<file path="src/rtl/mul_pkg.sv">
// Shared definitions for the iterative ARMv4 MUL/MLA multiplier.
//   mul_state_t : controller state encoding (IDLE, CALC, DONE)
//   MUL_WIDTH   : default operand/result width
//   MUL_BPC     : default multiplier bits retired per CALC cycle
//   MUL_STEPS   : CALC cycles per operation at the defaults
//   MUL_CNT_W   : step counter width at the defaults
package mul_pkg;

  typedef enum logic [1:0] {
    IDLE = 2'd0,
    CALC = 2'd1,
    DONE = 2'd2
  } mul_state_t;

  localparam int MUL_WIDTH = 32;
  localparam int MUL_BPC   = 2;
  localparam int MUL_STEPS = MUL_WIDTH / MUL_BPC;
  localparam int MUL_CNT_W = $clog2(MUL_STEPS + 1);

endpackage

</file>
<file path="src/rtl/multiply_digit_step.sv">
// One shift-add step of the multiplier: adds multiplicand * digit to the
// running accumulator, keeping only the low WIDTH bits.
//   accum  : running partial sum
//   mcand  : multiplicand, already shifted into position for this digit
//   digit  : low BPC bits of the multiplier
//   sum    : accum + mcand*digit, truncated to WIDTH
module multiply_digit_step
  import mul_pkg::*;
#(
  parameter int WIDTH = MUL_WIDTH,
  parameter int BPC   = MUL_BPC
) (
  input  logic [WIDTH-1:0] accum,
  input  logic [WIDTH-1:0] mcand,
  input  logic [BPC-1:0]   digit,
  output logic [WIDTH-1:0] sum
);

  logic [WIDTH-1:0] digit_ext;

  assign digit_ext = WIDTH'(digit);

  // Everything is WIDTH bits wide, so overflow past the top bit is dropped;
  // that is exactly the low-half product MUL/MLA need.
  assign sum = accum + (mcand * digit_ext);

endmodule

</file>
<file path="src/rtl/multiply_unit.sv">
// Iterative shift-add multiplier for ARMv4 MUL/MLA, fed by the register
// file read ports and writing back through its write port.
//   clk, rst_n       : clock (rising edge), async active-low reset
//   start, abort     : request (sampled in IDLE/DONE), flush (top priority)
//   accumulate       : 1 = MLA (add acc), 0 = MUL
//   op_a, op_b, acc  : multiplicand (Rm), multiplier (Rs), addend (Rn)
//   rd_in            : destination register index
//   busy             : high while in CALC
//   done             : one-cycle result-valid pulse
//   result           : low WIDTH bits of op_a*op_b (+acc)
//   rd_out           : destination index for the completed operation
//   wrt_ena_out      : register-file write strobe (same as done)
//   flag_n, flag_z   : sign / zero of result, valid with done
//
// state | meaning
// IDLE  | waiting for start
// CALC  | retiring BITS_PER_CYCLE multiplier bits per cycle
// DONE  | result valid for one cycle; start here chains the next op
module multiply_unit
  import mul_pkg::*;
#(
  parameter int WIDTH          = MUL_WIDTH,
  parameter int BITS_PER_CYCLE = MUL_BPC
) (
  input  logic             clk,
  input  logic             rst_n,
  input  logic             start,
  input  logic             abort,
  input  logic             accumulate,
  input  logic [WIDTH-1:0] op_a,
  input  logic [WIDTH-1:0] op_b,
  input  logic [WIDTH-1:0] acc,
  input  logic [3:0]       rd_in,
  output logic             busy,
  output logic             done,
  output logic [WIDTH-1:0] result,
  output logic [3:0]       rd_out,
  output logic             wrt_ena_out,
  output logic             flag_n,
  output logic             flag_z
);

  localparam int STEPS = WIDTH / BITS_PER_CYCLE;
  localparam int CNT_W = $clog2(STEPS + 1);
  localparam logic [CNT_W-1:0] CNT_LAST = CNT_W'(STEPS);

  mul_state_t state, state_nxt;

  logic [WIDTH-1:0] mcand;
  logic [WIDTH-1:0] mplier;
  logic [WIDTH-1:0] accum;
  logic [WIDTH-1:0] step_sum;
  logic [CNT_W-1:0] count;
  logic [CNT_W-1:0] count_inc;
  logic [3:0]       rd_q;
  logic             accept;
  logic             finish;
  logic             calc_en;

  multiply_digit_step #(
    .WIDTH (WIDTH),
    .BPC   (BITS_PER_CYCLE)
  ) u_step (
    .accum (accum),
    .mcand (mcand),
    .digit (mplier[BITS_PER_CYCLE-1:0]),
    .sum   (step_sum)
  );

  assign count_inc = count + CNT_W'(1);
  assign calc_en   = (state == CALC) && !abort;

  always_ff @(posedge clk or negedge rst_n) begin
    if (!rst_n) begin
      state <= IDLE;
    end else begin
      state <= state_nxt;
    end
  end

  always_comb begin
    state_nxt = state;
    accept    = 1'b0;
    finish    = 1'b0;
    if (abort) begin
      state_nxt = IDLE;
    end else begin
      case (state)
        IDLE: begin
          if (start) begin
            accept    = 1'b1;
            state_nxt = CALC;
          end
        end
        CALC: begin
          if (count_inc == CNT_LAST) begin
            finish    = 1'b1;
            state_nxt = DONE;
          end
        end
        DONE: begin
          if (start) begin
            accept    = 1'b1;
            state_nxt = CALC;
          end else begin
            state_nxt = IDLE;
          end
        end
        default: state_nxt = IDLE;
      endcase
    end
  end

  // The destination index is held privately until completion so rd_out,
  // like result, only changes when an operation actually finishes.
  always_ff @(posedge clk or negedge rst_n) begin
    if (!rst_n) begin
      mcand  <= '0;
      mplier <= '0;
      accum  <= '0;
      count  <= '0;
      rd_q   <= '0;
      result <= '0;
      rd_out <= '0;
      flag_n <= 1'b0;
      flag_z <= 1'b0;
    end else if (accept) begin
      mcand  <= op_a;
      mplier <= op_b;
      accum  <= accumulate ? acc : '0;
      count  <= '0;
      rd_q   <= rd_in;
    end else if (calc_en) begin
      accum  <= step_sum;
      mcand  <= mcand << BITS_PER_CYCLE;
      mplier <= mplier >> BITS_PER_CYCLE;
      count  <= count_inc;
      if (finish) begin
        result <= step_sum;
        rd_out <= rd_q;
        flag_n <= step_sum[WIDTH-1];
        flag_z <= (step_sum == '0);
      end
    end
  end

  assign busy        = (state == CALC);
  assign done        = (state == DONE);
  assign wrt_ena_out = done;

endmodule

</file>
<file path="config.mk">
export PLATFORM = sky130hd
export DESIGN_NAME = multiply_unit
export DESIGN_NICKNAME = d
export VERILOG_FILES = /design/src/rtl/mul_pkg.sv /design/src/rtl/multiply_digit_step.sv /design/src/rtl/multiply_unit.sv
export SDC_FILE = /design/constraint.sdc
export NUM_CORES = 1
export LEC_CHECK = 0
export CELL_PAD_IN_SITES_DETAIL_PLACEMENT = 1
export CELL_PAD_IN_SITES_GLOBAL_PLACEMENT = 1
export CORE_ASPECT_RATIO = 0.75
export CORE_MARGIN = 1
export CORE_UTILIZATION = 40
export DETAILED_ROUTE_END_ITERATION = 12
export PLACE_DENSITY = 0.82
export SLEW_MARGIN = 40
export SYNTH_ARGS = -nofsm -noshare
export SYNTH_HDL_FRONTEND = slang
export SYNTH_SLANG_ARGS = --single-unit
</file>
<file path="constraint.sdc">
create_clock -name clk -period 11.7 [get_ports clk]
set_input_delay 2.34 -clock clk [delete_from_list [all_inputs] [get_ports clk]]
set_output_delay 2.34 -clock clk [all_outputs]
set_load 0.005 [all_outputs]
</file>
Word-level counts from Yosys, hierarchy flattened
Index checks and enable logic that the tools add are counted.
Word-level totals
  register bits: 145
Cells by class
  add/sub/neg operators: 2
  multiply operators: 1
  equal/unequal tests: 5
  mux-type cells: 20
  bitwise operators: 1
  reductions and logical operators: 8
Operators by type and width (count)
  32-bit 2-to-1 mux: 7
  32-bit adder: 1
  32-bit zero test: 1
  32-bit by 2-bit multiplier with 32-bit output: 1
  5-bit 2-to-1 mux: 2
  1-bit 2-to-1 mux: 7
  2-bit 2-to-1 mux: 3
  2-bit one-hot mux with 3 select lines: 1
  5-bit by 1-bit adder with 5-bit output (second input constant): 1
  5-bit equality test (second input constant): 1
  3-bit by 2-bit inequality test with 1-bit output (second input constant): 1
  3-bit inequality test (second input constant): 1
  3-bit AND reduction: 1
  2-bit by 1-bit equality test with 1-bit output (second input constant): 1
  2-bit equality test (second input constant): 1
  2-bit zero test: 1
  2-bit AND reduction: 1
  2-bit nonzero test: 1
  2-bit OR reduction: 1
  1-bit logical AND: 1
  1-bit zero test: 1
  1-bit NOT: 1

Longest topological paths before layout
  word-level depth: 6
  gate-level depth with buffers: 17
  mapped depth without buffers: 14

By module
A second synthesis with hierarchy kept.
Unflattened totals
  cell total of the unflattened synthesis: 972
  area total of the unflattened synthesis: 9080.0 µm²
Modules (own cells, without submodules)
  multiply_unit: instances 1, cells an instance 546, area an instance 6058.3 µm², sequential area each 3603.5 µm²
  multiply_digit_step: instances 1, cells an instance 426, area an instance 3021.6 µm², sequential area each 0.0 µm²

Worst setup path before layout
No wires, ideal clock.
  path kind: input to register
  start: in abort
  end: reg flag_z
  arrival time: 4.255 ns
  data required time: 11.633 ns
  setup slack: 7.378 ns
  stages: 11
  cells stage by stage: nand2b_1 -> clkbuf_1 -> or3_1 -> clkbuf_1 -> nor2_1 -> and4_1 -> o2111ai_1 -> nor4bb_1 -> nand4b_1 -> nor4_2 -> a32o_2
Between the ends
  word-level cells in the longest chain between the ends: 3
  elaborated cells on any way between the ends: 6
  classes of those cells: mux (2); bitwise (1); reduce/logical (3)
Ends and longest elaborated chain
  from (decl): RTL line multiply_unit.sv:28  | input logic abort,
  1-bit 2-to-1 mux or 1-bit zero test (tied branches): RTL line multiply_unit.sv:85, multiply_unit.sv:71
  1-bit NOT (no line) or 1-bit logical AND (tied branches)
  3-bit AND reduction (no line) *
  to (signal assigned): RTL line multiply_unit.sv:142  | flag_z <= (step_sum == '0);
  to (decl): RTL line multiply_unit.sv:40  | output logic flag_z
Every way passes the cells marked *; elsewhere a longest branch is shown, timed or not.
A chain may end at the register's enable or synchronous reset.

Worst setup path after layout
Ends and elaborated chain as after synthesis.

==> impl_summary.log <==
[metrics] WL per Instance: 19.2 um
[metrics] DRC Markers: 0
[metrics] met3 wirelength from detailed routing: approximately 920 um
[metrics] Clk Tree Root Cell: sky130_fd_sc_hd__clkbuf_16
[metrics] achievable frequency: between 0.15 and 0.2 GHz
[metrics] reg-to-reg critical path endpoint: flag_z
[metrics] Vias/cell: 5.45
[metrics] R2R Path Start: mplier[0]
[metrics] routed length on met1: around 12 mm
[metrics] Synth Register Bits: 144
[metrics] Arr. time, crit path: 5780 ps
[metrics] most common cell in the netlist: sky130_fd_sc_hd__nand2_1
[metrics] reported max-cap violation count: 0
[metrics] dpl hpwl: 18.6 mm
[metrics] first-pass GRT wire length: 43.2 mm
[metrics] EDFF count, synth: 0
[metrics] maximum count of clock buffers along a single path: 2
[metrics] top metal layer carrying routed signals: met4
[metrics] Synth Instances: between 900 and 1,000
[metrics] number of distinct standard cells referenced by the synthesized netlist: between 60 and 70
[metrics] synthesized area per cell: approximately 9.0 um^2
[metrics] critical-path maximum fanout: 60
[metrics] sequential-to-total area share from yosys stat: about 41%
[metrics] total of buffers placed on input and output ports: approximately 150
[metrics] Die ar.: around 0.022 mm^2
[metrics] Pwr per Cell Area: ~210 mW/mm^2
[metrics] WHS Path Cells: 2
[metrics] Core Region: ~0.021 mm^2
[metrics] Final Max Slew Viols: 0
[metrics] top post-synthesis cells by count: 235 x sky130_fd_sc_hd__nand2_1, 144 x sky130_fd_sc_hd__dfrtp_1, 96 x sky130_fd_sc_hd__inv_1
[metrics] Syn. warnings: 0
[metrics] largest cells by area after synthesis: sky130_fd_sc_hd__dfrtp_1 41%, sky130_fd_sc_hd__nand2_1 10%, sky130_fd_sc_hd__fa_1 7.1%
[metrics] worst clock skew on the final layout: 7.90 ps
[metrics] share of the synthesized area in the top cell type: approximately two fifths
[metrics] VDD IR-drop max: 0.112 mV
[metrics] unrepaired setup endpoints after global routing: no
[metrics] HP Class: reg -> reg
[metrics] DIE WIDTH: around 170 um
[metrics] endpoint class of the critical path: flip-flop
[metrics] count of routing violations after the opening detailed-route iteration: between 400 and 500
[metrics] clk_lat worst skew: roughly 440 ps
[metrics] Slew Limit Headroom: between 40% and 50%
[metrics] leftover overflow at the end of global routing: 0
[metrics] starting density of the core: between 40% and 50%
[metrics] H-tree depth: 4
[metrics] CTS buffer count: 17
[metrics] hold wc startpoint: result[7]
[metrics] fraction of synthesis flops using an asynchronous set or reset pin: 100%
[metrics] reported leakage power: around 0.0053 uW
[metrics] initial antenna violation count: 0
[metrics] clock slew at the register clock pins of the worst setup and hold paths: roughly 70 ps
[metrics] Most used DFF post-synth: sky130_fd_sc_hd__dfrtp_1
[metrics] diode count: 0
[metrics] Mapped Area: about 0.0087 mm^2
[metrics] final setup fails: 0
[metrics] Final Instance Count excl. Fillers: ~1,400
[metrics] total of hold buffers inserted after clock tree synthesis: 0
[metrics] count of standard-cell rows: between 40 and 50
[metrics] count of buffers added by post-CTS timing repair for setup: 0
[metrics] wire length reported by the detailed router: approximately 27 mm
[metrics] CTS tree: yes
[metrics] kind of critical path: in -> reg
[metrics] share of layout cells above drive strength 1: under 10%
[metrics] count of nets after finishing: approximately 1,300
[metrics] routability congestion estimate: about 0.87
[metrics] drt first pass iters: 7
[metrics] r2r setup slk: just over 7000 ps
[metrics] die boundary height: about 130 um
[metrics] Worst Hold Endpoint: result[7]
[metrics] GRT Overall Usage: between 20% and 30%
[metrics] result of the run: finished, final reports clean
[metrics] part of the cycle the worst path needs: ~46%
[metrics] Data required, critical path: about 12,000 ps
[metrics] Setup TNS Final: 0 ps
[metrics] number of global-route vias before repair: 7,990
[metrics] area delta synth->final: 26.1%
[metrics] overall via count from detail_route: 7,596
[metrics] final number of hold-violating endpoints: 0
[metrics] clock tree sinks: approximately 140
[metrics] largest net degree at the start of global routing: between 90 and 100
[metrics] Resized cells post-CTS: 0
[metrics] crit start category: input pin
[metrics] min Tclk post-route: roughly 5400 ps
[metrics] pin slew with the least headroom to its limit: 825 ps
[metrics] syn nets: between 1,000 and 1,500
[metrics] met2 WL post-DR: about 13 mm
[metrics] Ports: 146
[metrics] Reg2Reg Depth: 15
[metrics] cell count after placement: around 1,400
[metrics] count of filler cells inserted in the layout: 2,433
[metrics] Detail Route Antenna Nets: 0
[metrics] cell type with the largest total area after synthesis: sky130_fd_sc_hd__dfrtp_1
worst max-delay path by stage:
stage / from / end / slack (ps) / cells past startpoint
floorplan: abort / flag_z / 7380 / 11
detailed placement: abort / flag_z / 5900 / 11
finish: abort / flag_z / 6290 / 11
global route: abort / flag_z / 6170 / 11
global placement: abort / flag_z / 5800 / 11
CTS: abort / flag_z / 6350 / 11
layout by cell type, fill, tap and decap left out, types with 3 or more instances in the layout:
master / synthesis / final
sky130_fd_sc_hd__clkdlybuf4s50_1: 0 / 144
sky130_fd_sc_hd__nand4_1: 4 / 4
sky130_fd_sc_hd__or3_1: 4 / 3
sky130_fd_sc_hd__nand2_1: 235 / 235
sky130_fd_sc_hd__nor2_1: 9 / 7
sky130_fd_sc_hd__a21oi_1: 31 / 31
sky130_fd_sc_hd__a21o_1: 11 / 11
sky130_fd_sc_hd__fa_1: 31 / 31
sky130_fd_sc_hd__clkinv_4: 0 / 3
sky130_fd_sc_hd__nand3_1: 10 / 10
sky130_fd_sc_hd__and4_1: 4 / 4
sky130_fd_sc_hd__ha_1: 32 / 32
sky130_fd_sc_hd__inv_6: 0 / 6
sky130_fd_sc_hd__inv_1: 96 / 96
sky130_fd_sc_hd__buf_4: 2 / 9
sky130_fd_sc_hd__nor4_1: 3 / 3
sky130_fd_sc_hd__clkbuf_16: 0 / 17
sky130_fd_sc_hd__a211o_1: 6 / 6
sky130_fd_sc_hd__mux2i_1: 29 / 29
sky130_fd_sc_hd__a22oi_1: 58 / 58
sky130_fd_sc_hd__nor2b_1: 5 / 4
sky130_fd_sc_hd__o21ai_0: 90 / 90
sky130_fd_sc_hd__a211oi_1: 3 / 3
sky130_fd_sc_hd__nor3_1: 6 / 6
sky130_fd_sc_hd__a22o_1: 5 / 5
sky130_fd_sc_hd__mux2_2: 6 / 6
sky130_fd_sc_hd__a222oi_1: 6 / 6
sky130_fd_sc_hd__and3_1: 4 / 4
sky130_fd_sc_hd__dfrtp_1: 144 / 144
sky130_fd_sc_hd__or2_2: 3 / 3
sky130_fd_sc_hd__and2_1: 12 / 13
sky130_fd_sc_hd__xnor2_1: 11 / 11
sky130_fd_sc_hd__o21a_1: 7 / 7
sky130_fd_sc_hd__xor2_1: 16 / 16
worst max-delay path, cell delays in order:
cell	delay, ps
sky130_fd_sc_hd__clkdlybuf4s50_1	550
sky130_fd_sc_hd__nand2b_2	250
sky130_fd_sc_hd__buf_4	350
sky130_fd_sc_hd__or3_4	730
sky130_fd_sc_hd__nor2_1	180
sky130_fd_sc_hd__and4_1	200
sky130_fd_sc_hd__o2111ai_1	170
sky130_fd_sc_hd__nor4bb_1	370
sky130_fd_sc_hd__nand4b_1	160
sky130_fd_sc_hd__nor4_2	240
sky130_fd_sc_hd__a32o_2	200
state kept, by name (all words and copies together) (netlist names):
name and cells:
mplier 32, state 2, rd_q 4, result 32, rd_out 4, accum 32, mcand 32, count 5
flag_z 1
power by group:
| part | leakage [uW] | internal [uW] | switching [uW] |
|---|---|---|---|
| Clock | 0.000273 | 284 | 247 |
| Combinational | 0.00320 | 401 | 676 |
| Sequential | 0.00187 | 603 | 83.1 |
| Total | 0.00534 | 1290 | 1010 |
metal layers:
| layer | up-vias | global-route usage [%] |
|---|---|---|
| li1 | 3544 | - |
| met1 | 3877 | 33.0 |
| met2 | 146 | 41.6 |
| met3 | 29 | 3.82 |
| met4 | 0 | 7.93 |
| met5 | - | 0 |
through the flow:
| step | hold slack (ps) | setup slack [ps] | util (%) | cell area [um^2] | total power [uW] |
|---|---|---|---|---|---|
| after global placement | 451 | 5800 | 49.0 | 10400 | 1700 |
| after detailed placement | 458 | 5900 | 49.1 | 10400 | 1740 |
| final | 485 | 6290 | 51.7 | 11000 | 2290 |
| after global routing | 519 | 6170 | 51.7 | 11000 | 2460 |
| after CTS | 490 | 6350 | 51.7 | 11000 | 2300 |
| after floorplan | 435 | 7380 | - | 8730 | 1400 |
layout make-up:
class | count | area, um^2 | share of cell area, %
tap | 288 | 360 | 3.27
inverter | 96 | 360 | 3.27
sequential | 144 | 3600 | 32.7
clock buffer | 18 | 439 | 3.99
clock inverter | 14 | 121 | 1.10
timing repair buffer | 154 | 1520 | 13.8
multi-input combinational | 680 | 4600 | 41.8
cell families after synthesis:
group,count (synthesis),share of synthesized area [%]
fa+ha+maj,63,11.7
mux,35,4.10
flops,144,41.3
compound gates,239,17.8
xor+xnor,27,2.71
buf+inv,147,6.40
simple gates,316,16.0
Power figures use the tool's default switching activity.
